**src/rtl/alu_rr_arbiter_if.sv**
```systemverilog
// Request/grant/result bundle between the two requesters, the arbiter and the shared ALU.
interface alu_rr_arbiter_if #(
   parameter int unsigned W = 4
);
   logic         req0;
   logic         req1;
   logic [W-1:0] a0;
   logic [W-1:0] b0;
   logic [W-1:0] a1;
   logic [W-1:0] b1;
   logic [1:0]   sel0;
   logic [1:0]   sel1;
   logic         gnt0;
   logic         gnt1;
   logic         done0;
   logic         done1;
   logic [W-1:0] res;
   logic         busy;
   logic [W-1:0] alu_a;
   logic [W-1:0] alu_b;
   logic [1:0]   alu_sel;
   logic [W-1:0] alu_g;

   modport slave (
      input  req0, req1, a0, b0, a1, b1, sel0, sel1, alu_g,
      output gnt0, gnt1, done0, done1, res, busy, alu_a, alu_b, alu_sel
   );

   modport master (
      output req0, req1, a0, b0, a1, b1, sel0, sel1, alu_g,
      input  gnt0, gnt1, done0, done1, res, busy, alu_a, alu_b, alu_sel
   );
endinterface

```
**src/rtl/alu_rr_arbiter.sv**
```systemverilog
// Two-requester round-robin sequencer for a shared, fixed-latency ALU:
// grant, issue registered operands, wait ALU_LAT, capture the result and pulse done.
module alu_rr_arbiter #(
   parameter int unsigned W       = 4,
   parameter int unsigned ALU_LAT = 1
) (
   input logic             clk,
   input logic             reset,
   alu_rr_arbiter_if.slave bus
);
   localparam int unsigned CW = (ALU_LAT < 1) ? 1 : $clog2(ALU_LAT + 1);

   typedef enum logic {IDLE, WAIT} state_t;

   state_t        state;
   logic          last;
   logic [CW-1:0] cnt;
   logic          any_req_c;
   logic          win_c;

   // Winner selection: a lone request wins, contention goes to whoever was not served last.
   always_comb begin
      any_req_c = bus.req0 | bus.req1;
      win_c     = bus.req1;
      if (bus.req0 && bus.req1) begin
         win_c = ~last;
      end
   end

   always_ff @(posedge clk or posedge reset) begin
      if (reset) begin
         state       <= IDLE;
         last        <= 1'b1;
         cnt         <= '0;
         bus.gnt0    <= 1'b0;
         bus.gnt1    <= 1'b0;
         bus.done0   <= 1'b0;
         bus.done1   <= 1'b0;
         bus.busy    <= 1'b0;
         bus.res     <= '0;
         bus.alu_a   <= '0;
         bus.alu_b   <= '0;
         bus.alu_sel <= '0;
      end else begin
         bus.gnt0  <= 1'b0;
         bus.gnt1  <= 1'b0;
         bus.done0 <= 1'b0;
         bus.done1 <= 1'b0;
         case (state)
            IDLE: begin
               if (any_req_c) begin
                  state       <= WAIT;
                  last        <= win_c;
                  cnt         <= CW'(ALU_LAT);
                  bus.busy    <= 1'b1;
                  bus.gnt0    <= ~win_c;
                  bus.gnt1    <= win_c;
                  bus.alu_a   <= win_c ? bus.a1 : bus.a0;
                  bus.alu_b   <= win_c ? bus.b1 : bus.b0;
                  bus.alu_sel <= win_c ? bus.sel1 : bus.sel0;
               end
            end
            WAIT: begin
               // last doubles as the owner of the operation in flight
               if (cnt == '0) begin
                  state     <= IDLE;
                  bus.busy  <= 1'b0;
                  bus.res   <= bus.alu_g;
                  bus.done0 <= ~last;
                  bus.done1 <= last;
               end else begin
                  cnt <= cnt - CW'(1);
               end
            end
         endcase
      end
   end
endmodule

```
**src/flat_wrapper.sv**
```systemverilog
// flat-port wrapper written by rule: the top's interface ports become plain ports
module alu_rr_arbiter_flat 
#(
   parameter int unsigned W       = 4,
   parameter int unsigned ALU_LAT = 1
)
  (clk, reset, bus_req0, bus_req1, bus_a0, bus_b0, bus_a1, bus_b1, bus_sel0, bus_sel1, bus_alu_g, bus_gnt0, bus_gnt1, bus_done0, bus_done1, bus_res, bus_busy, bus_alu_a, bus_alu_b, bus_alu_sel);
  alu_rr_arbiter_if #(.W(W)) bus_i ();
  input logic clk;
  input logic reset;
  input wire logic [$bits(bus_i.req0)-1:0] bus_req0;
  input wire logic [$bits(bus_i.req1)-1:0] bus_req1;
  input wire logic [$bits(bus_i.a0)-1:0] bus_a0;
  input wire logic [$bits(bus_i.b0)-1:0] bus_b0;
  input wire logic [$bits(bus_i.a1)-1:0] bus_a1;
  input wire logic [$bits(bus_i.b1)-1:0] bus_b1;
  input wire logic [$bits(bus_i.sel0)-1:0] bus_sel0;
  input wire logic [$bits(bus_i.sel1)-1:0] bus_sel1;
  input wire logic [$bits(bus_i.alu_g)-1:0] bus_alu_g;
  output wire logic [$bits(bus_i.gnt0)-1:0] bus_gnt0;
  output wire logic [$bits(bus_i.gnt1)-1:0] bus_gnt1;
  output wire logic [$bits(bus_i.done0)-1:0] bus_done0;
  output wire logic [$bits(bus_i.done1)-1:0] bus_done1;
  output wire logic [$bits(bus_i.res)-1:0] bus_res;
  output wire logic [$bits(bus_i.busy)-1:0] bus_busy;
  output wire logic [$bits(bus_i.alu_a)-1:0] bus_alu_a;
  output wire logic [$bits(bus_i.alu_b)-1:0] bus_alu_b;
  output wire logic [$bits(bus_i.alu_sel)-1:0] bus_alu_sel;
  assign bus_i.req0 = bus_req0;
  assign bus_i.req1 = bus_req1;
  assign bus_i.a0 = bus_a0;
  assign bus_i.b0 = bus_b0;
  assign bus_i.a1 = bus_a1;
  assign bus_i.b1 = bus_b1;
  assign bus_i.sel0 = bus_sel0;
  assign bus_i.sel1 = bus_sel1;
  assign bus_i.alu_g = bus_alu_g;
  assign bus_gnt0 = bus_i.gnt0;
  assign bus_gnt1 = bus_i.gnt1;
  assign bus_done0 = bus_i.done0;
  assign bus_done1 = bus_i.done1;
  assign bus_res = bus_i.res;
  assign bus_busy = bus_i.busy;
  assign bus_alu_a = bus_i.alu_a;
  assign bus_alu_b = bus_i.alu_b;
  assign bus_alu_sel = bus_i.alu_sel;
  alu_rr_arbiter #(.W(W), .ALU_LAT(ALU_LAT)) u_core (.clk(clk), .reset(reset), .bus(bus_i));
endmodule
```
**config.mk**
```make
export PLATFORM = sky130hd
export DESIGN_NAME = alu_rr_arbiter_flat
export DESIGN_NICKNAME = d
export VERILOG_FILES = /design/src/rtl/alu_rr_arbiter_if.sv /design/src/rtl/alu_rr_arbiter.sv /design/src/flat_wrapper.sv
export SDC_FILE = /design/constraint.sdc
export NUM_CORES = 1
export LEC_CHECK = 0
export CAP_MARGIN = 5
export CORE_MARGIN = 10
export CORE_UTILIZATION = 36
export CTS_BUF_LIST = sky130_fd_sc_hd__clkbuf_16
export CTS_CLUSTER_DIAMETER = 30
export DETAILED_ROUTE_END_ITERATION = 6
export PLACE_DENSITY_LB_ADDON = 0.1
export SLEW_MARGIN = 30
export SYNTH_ARGS = -nofsm -noshare
export SYNTH_HDL_FRONTEND = slang
export SYNTH_SLANG_ARGS = --single-unit
```
**constraint.sdc**
```tcl
create_clock -name clk -period 1.2 [get_ports clk]
set_clock_uncertainty 0.05 [all_clocks]
set_input_delay 0.12 -clock clk [delete_from_list [all_inputs] [get_ports clk]]
set_output_delay 0.12 -clock clk [all_outputs]
set_load 0.01 [all_outputs]
```
==> impl_metrics.ini <==
[critical_path]
crit_type = reg -> reg
cpPeakStageDelay_ns = 0.57
crit_path_start = u_core.last
critPathArrivalTime_ns = 1.29
cp.required_ns = 1.28
cpMostUsedCell = buf_6
cp-end-kind = flop
crit_fanout = 5
rr_startpoint = u_core.last
cp-start-kind = flop
rrSetupSlack_ns = -0.01
path_cells = buf_6 > a21boi_4 > buf_6 > nand2_1 > a31oi_2
crit_slowest_cell = dfstp_2

[sta]
fin_ws_ns = -0.0114
min_period_ns = 1.21
fmax_mhz = 826
slew_violations = 0
finalSetupTns_ns = -0.0114
hold_viol_final = 0
period_share_pct = 101
rsz0062_at_grt = yes
finalSetupViolations = 1
max_slew.worst_pin.slew_ns = 0.405
slew_headroom_pct = 73.0

[route]
ant_nets = 0
via_per_inst = 4.72
drtIter0Drc = 34
num_vias = 835
wire_per_inst_um = 14.9
drc = 0
drt_wl_total_um = 2640
dr.pass1.iters = 4

[synthesis]
synth.avg_cell_area_um2 = 11.5
synth_top_area_share_pct = 52.4
syn_inst = 87
synth.distinct_cells = 18
synthesis.area_um2 = 1000
ys_ff_latch = 22
yosys.area.top_type = dfrtp_1
synth_warnings = 0
synthTopCellsByArea = dfrtp_1 52%, a31oi_2 8.7%, nor2_1 5.6%, nand2_1 4.9%, mux2_2 4.5%
synth_nets = 115
ys_seq_area_share_pct = 55.0

[place]
gp_congestion = 0.708
placed_cell_area_um2 = 1510
portBuffers = 46
place_hpwl_um = 1920

[power_and_ir_drop]
peakVddDrop_uv = 1460
power_density_nw_per_um2 = 2280
power.total_mw = 3.74
p_leak_nw = 0.725

[run_status]
violations = negative setup slack
status = finished, violations left

[clocking]
hold_buffers = 0
clock_path_buffers = 2
cts_tree = done
cts_made_buffers = 3
clk_pin_slew_ns = 0.06
htreeDepth = 1
clockRootBuffer = clkbuf_16
clock_sinks = 22
worstSkewPairLatency_ns = 0.25

[grt]
grt_pass1_vias = 889
grt.total_usage_pct = 10.2
grt_max_degree = 13
grt-ovfl-total = 0
antenna_found_initial = 0
grt_pass1_wl_um = 4310

[finish]
final_cell_area_um2 = 1640
layout.nets = 175
drive_above_1_share_pct = 32.2
area_growth_pct = 63.7
num_antenna_cells = 0

[die]
die_y_um = 72.8
rows = 19
dieArea_um2 = 5300
io_pins = 47
start_util_pct = 37.0
core_area_um2 = 2710
die_w_um = 72.8

[hold_path]
hold_path_class = in -> async

[flow_run]
drv_cap = 0
==> routing by layer <==
metal,vias to the layer above,GRT usage (%),routed length [µm]
li1,413,-,-
met1,386,11.4,1130
met2,32,16.3,1230
met3,4,4.63,250
met4,0,4.43,36
met5,-,0,0
==> power by group <==
| part | switching [mW] | internal, mW |
|---|---|---|
| registers | 0.201 | 1.11 |
| logic | 0.796 | 0.931 |
| clock network | 0.263 | 0.444 |
| total | 1.26 | 2.48 |
==> kinds of logic (layout without fill, tap and decap cells) <==
family	after synthesis	in the layout	synth area share [%]
flops	22	22	55.0
mux	4	4	4.49
buf+inv	5	63	4.99
compound gates	15	16	16.8
simple gates	41	41	18.7
==> final cells by class <==
class	instances	area, µm²
fillers	246	1070
flip-flops and latches	22	552
repair buffers	57	528
multi-input cells	61	438
clock buffers	3	75.1
well taps	31	38.8
inverters	2	7.51
clock inverters	1	3.75
==> critical path, delay by kind of cell (launching register included) <==
family / cells / cell delay (ns)
flops: 1 / 0.57
buf+inv: 2 / 0.26
compound gates: 2 / 0.13
simple gates: 1 / 0.07
==> layout by cell type (no fill, tap or decap), types with 2 or more instances in the layout <==
master	count
a31oi_2	7
dfrtp_1	21
a31oi_1	4
nor3_1	3
inv_1	2
o21ba_4	2
nand2_1	5
and2_1	2
mux2_2	4
dlygate4sd2_1	21
nor2_1	15
buf_4	8
buf_6	3
clkbuf_16	3
clkdlybuf4s50_1	25
nand2_2	15
==> through the flow <==
step / setup WS (ns) / std cells / util [%] / hold slack [ns]
floorplan: 0.0375 / 87 / - / 0.0585
global placement: -0.277 / 167 / 55.5 / 0.294
detailed placement: -0.333 / 167 / 55.5 / 0.300
CTS: -0.00607 / 176 / 59.6 / 0.0334
global route: -0.0389 / 177 / 60.6 / 0.0517
finish: -0.0114 / 177 / 60.6 / 0.0234
==> synthesized netlist by cell type <==
master and number:
a31oi_1 4, nand2_2 7, dfrtp_1 21, buf_6 2, a21bo_4 1, mux2_2 4, o21ba_4 1, buf_12 1
and2_1 2, nor2_1 15, dfstp_2 1, a31oi_2 7, nor3_1 3, inv_1 2, nor2_4 1, a21oi_1 1
a21boi_4 1, nand2_1 13
==> sequential cells by signal, indices dropped and copies added, names as in the netlist <==
name                cells
u_core.bus.alu_sel      2
u_core.state            1
u_core.bus.res          4
u_core.bus.alu_b        4
u_core.cnt              1
u_core.bus.done1        1
u_core.bus.busy         1
u_core.bus.done0        1
u_core.bus.alu_a        4
u_core.last             1
u_core.bus.gnt0         1
u_core.bus.gnt1         1
==> worst paths after layout <==
| check | endpoint | depth (start not counted) |
|---|---|---|
| min in group clk | u_core.bus.alu_a[0] | 3 |
| max reg2reg | u_core.bus.alu_a[2] | 5 |
| min | u_core.bus.done1 | 2 |
| min reg2reg | u_core.bus.res[1] | 1 |
| max | u_core.bus.alu_a[2] | 5 |
| max in group asynchronous | u_core.bus.alu_a[2] | 3 |
==> timing repair <==
item,in CTS,in global routing
setup endpoints to repair,30,15
setup buffers,4,1
gates resized for setup,26,8
pin swaps,1,8
gates cloned,1,0
Note: power is estimated with default switching activity, not from simulation.
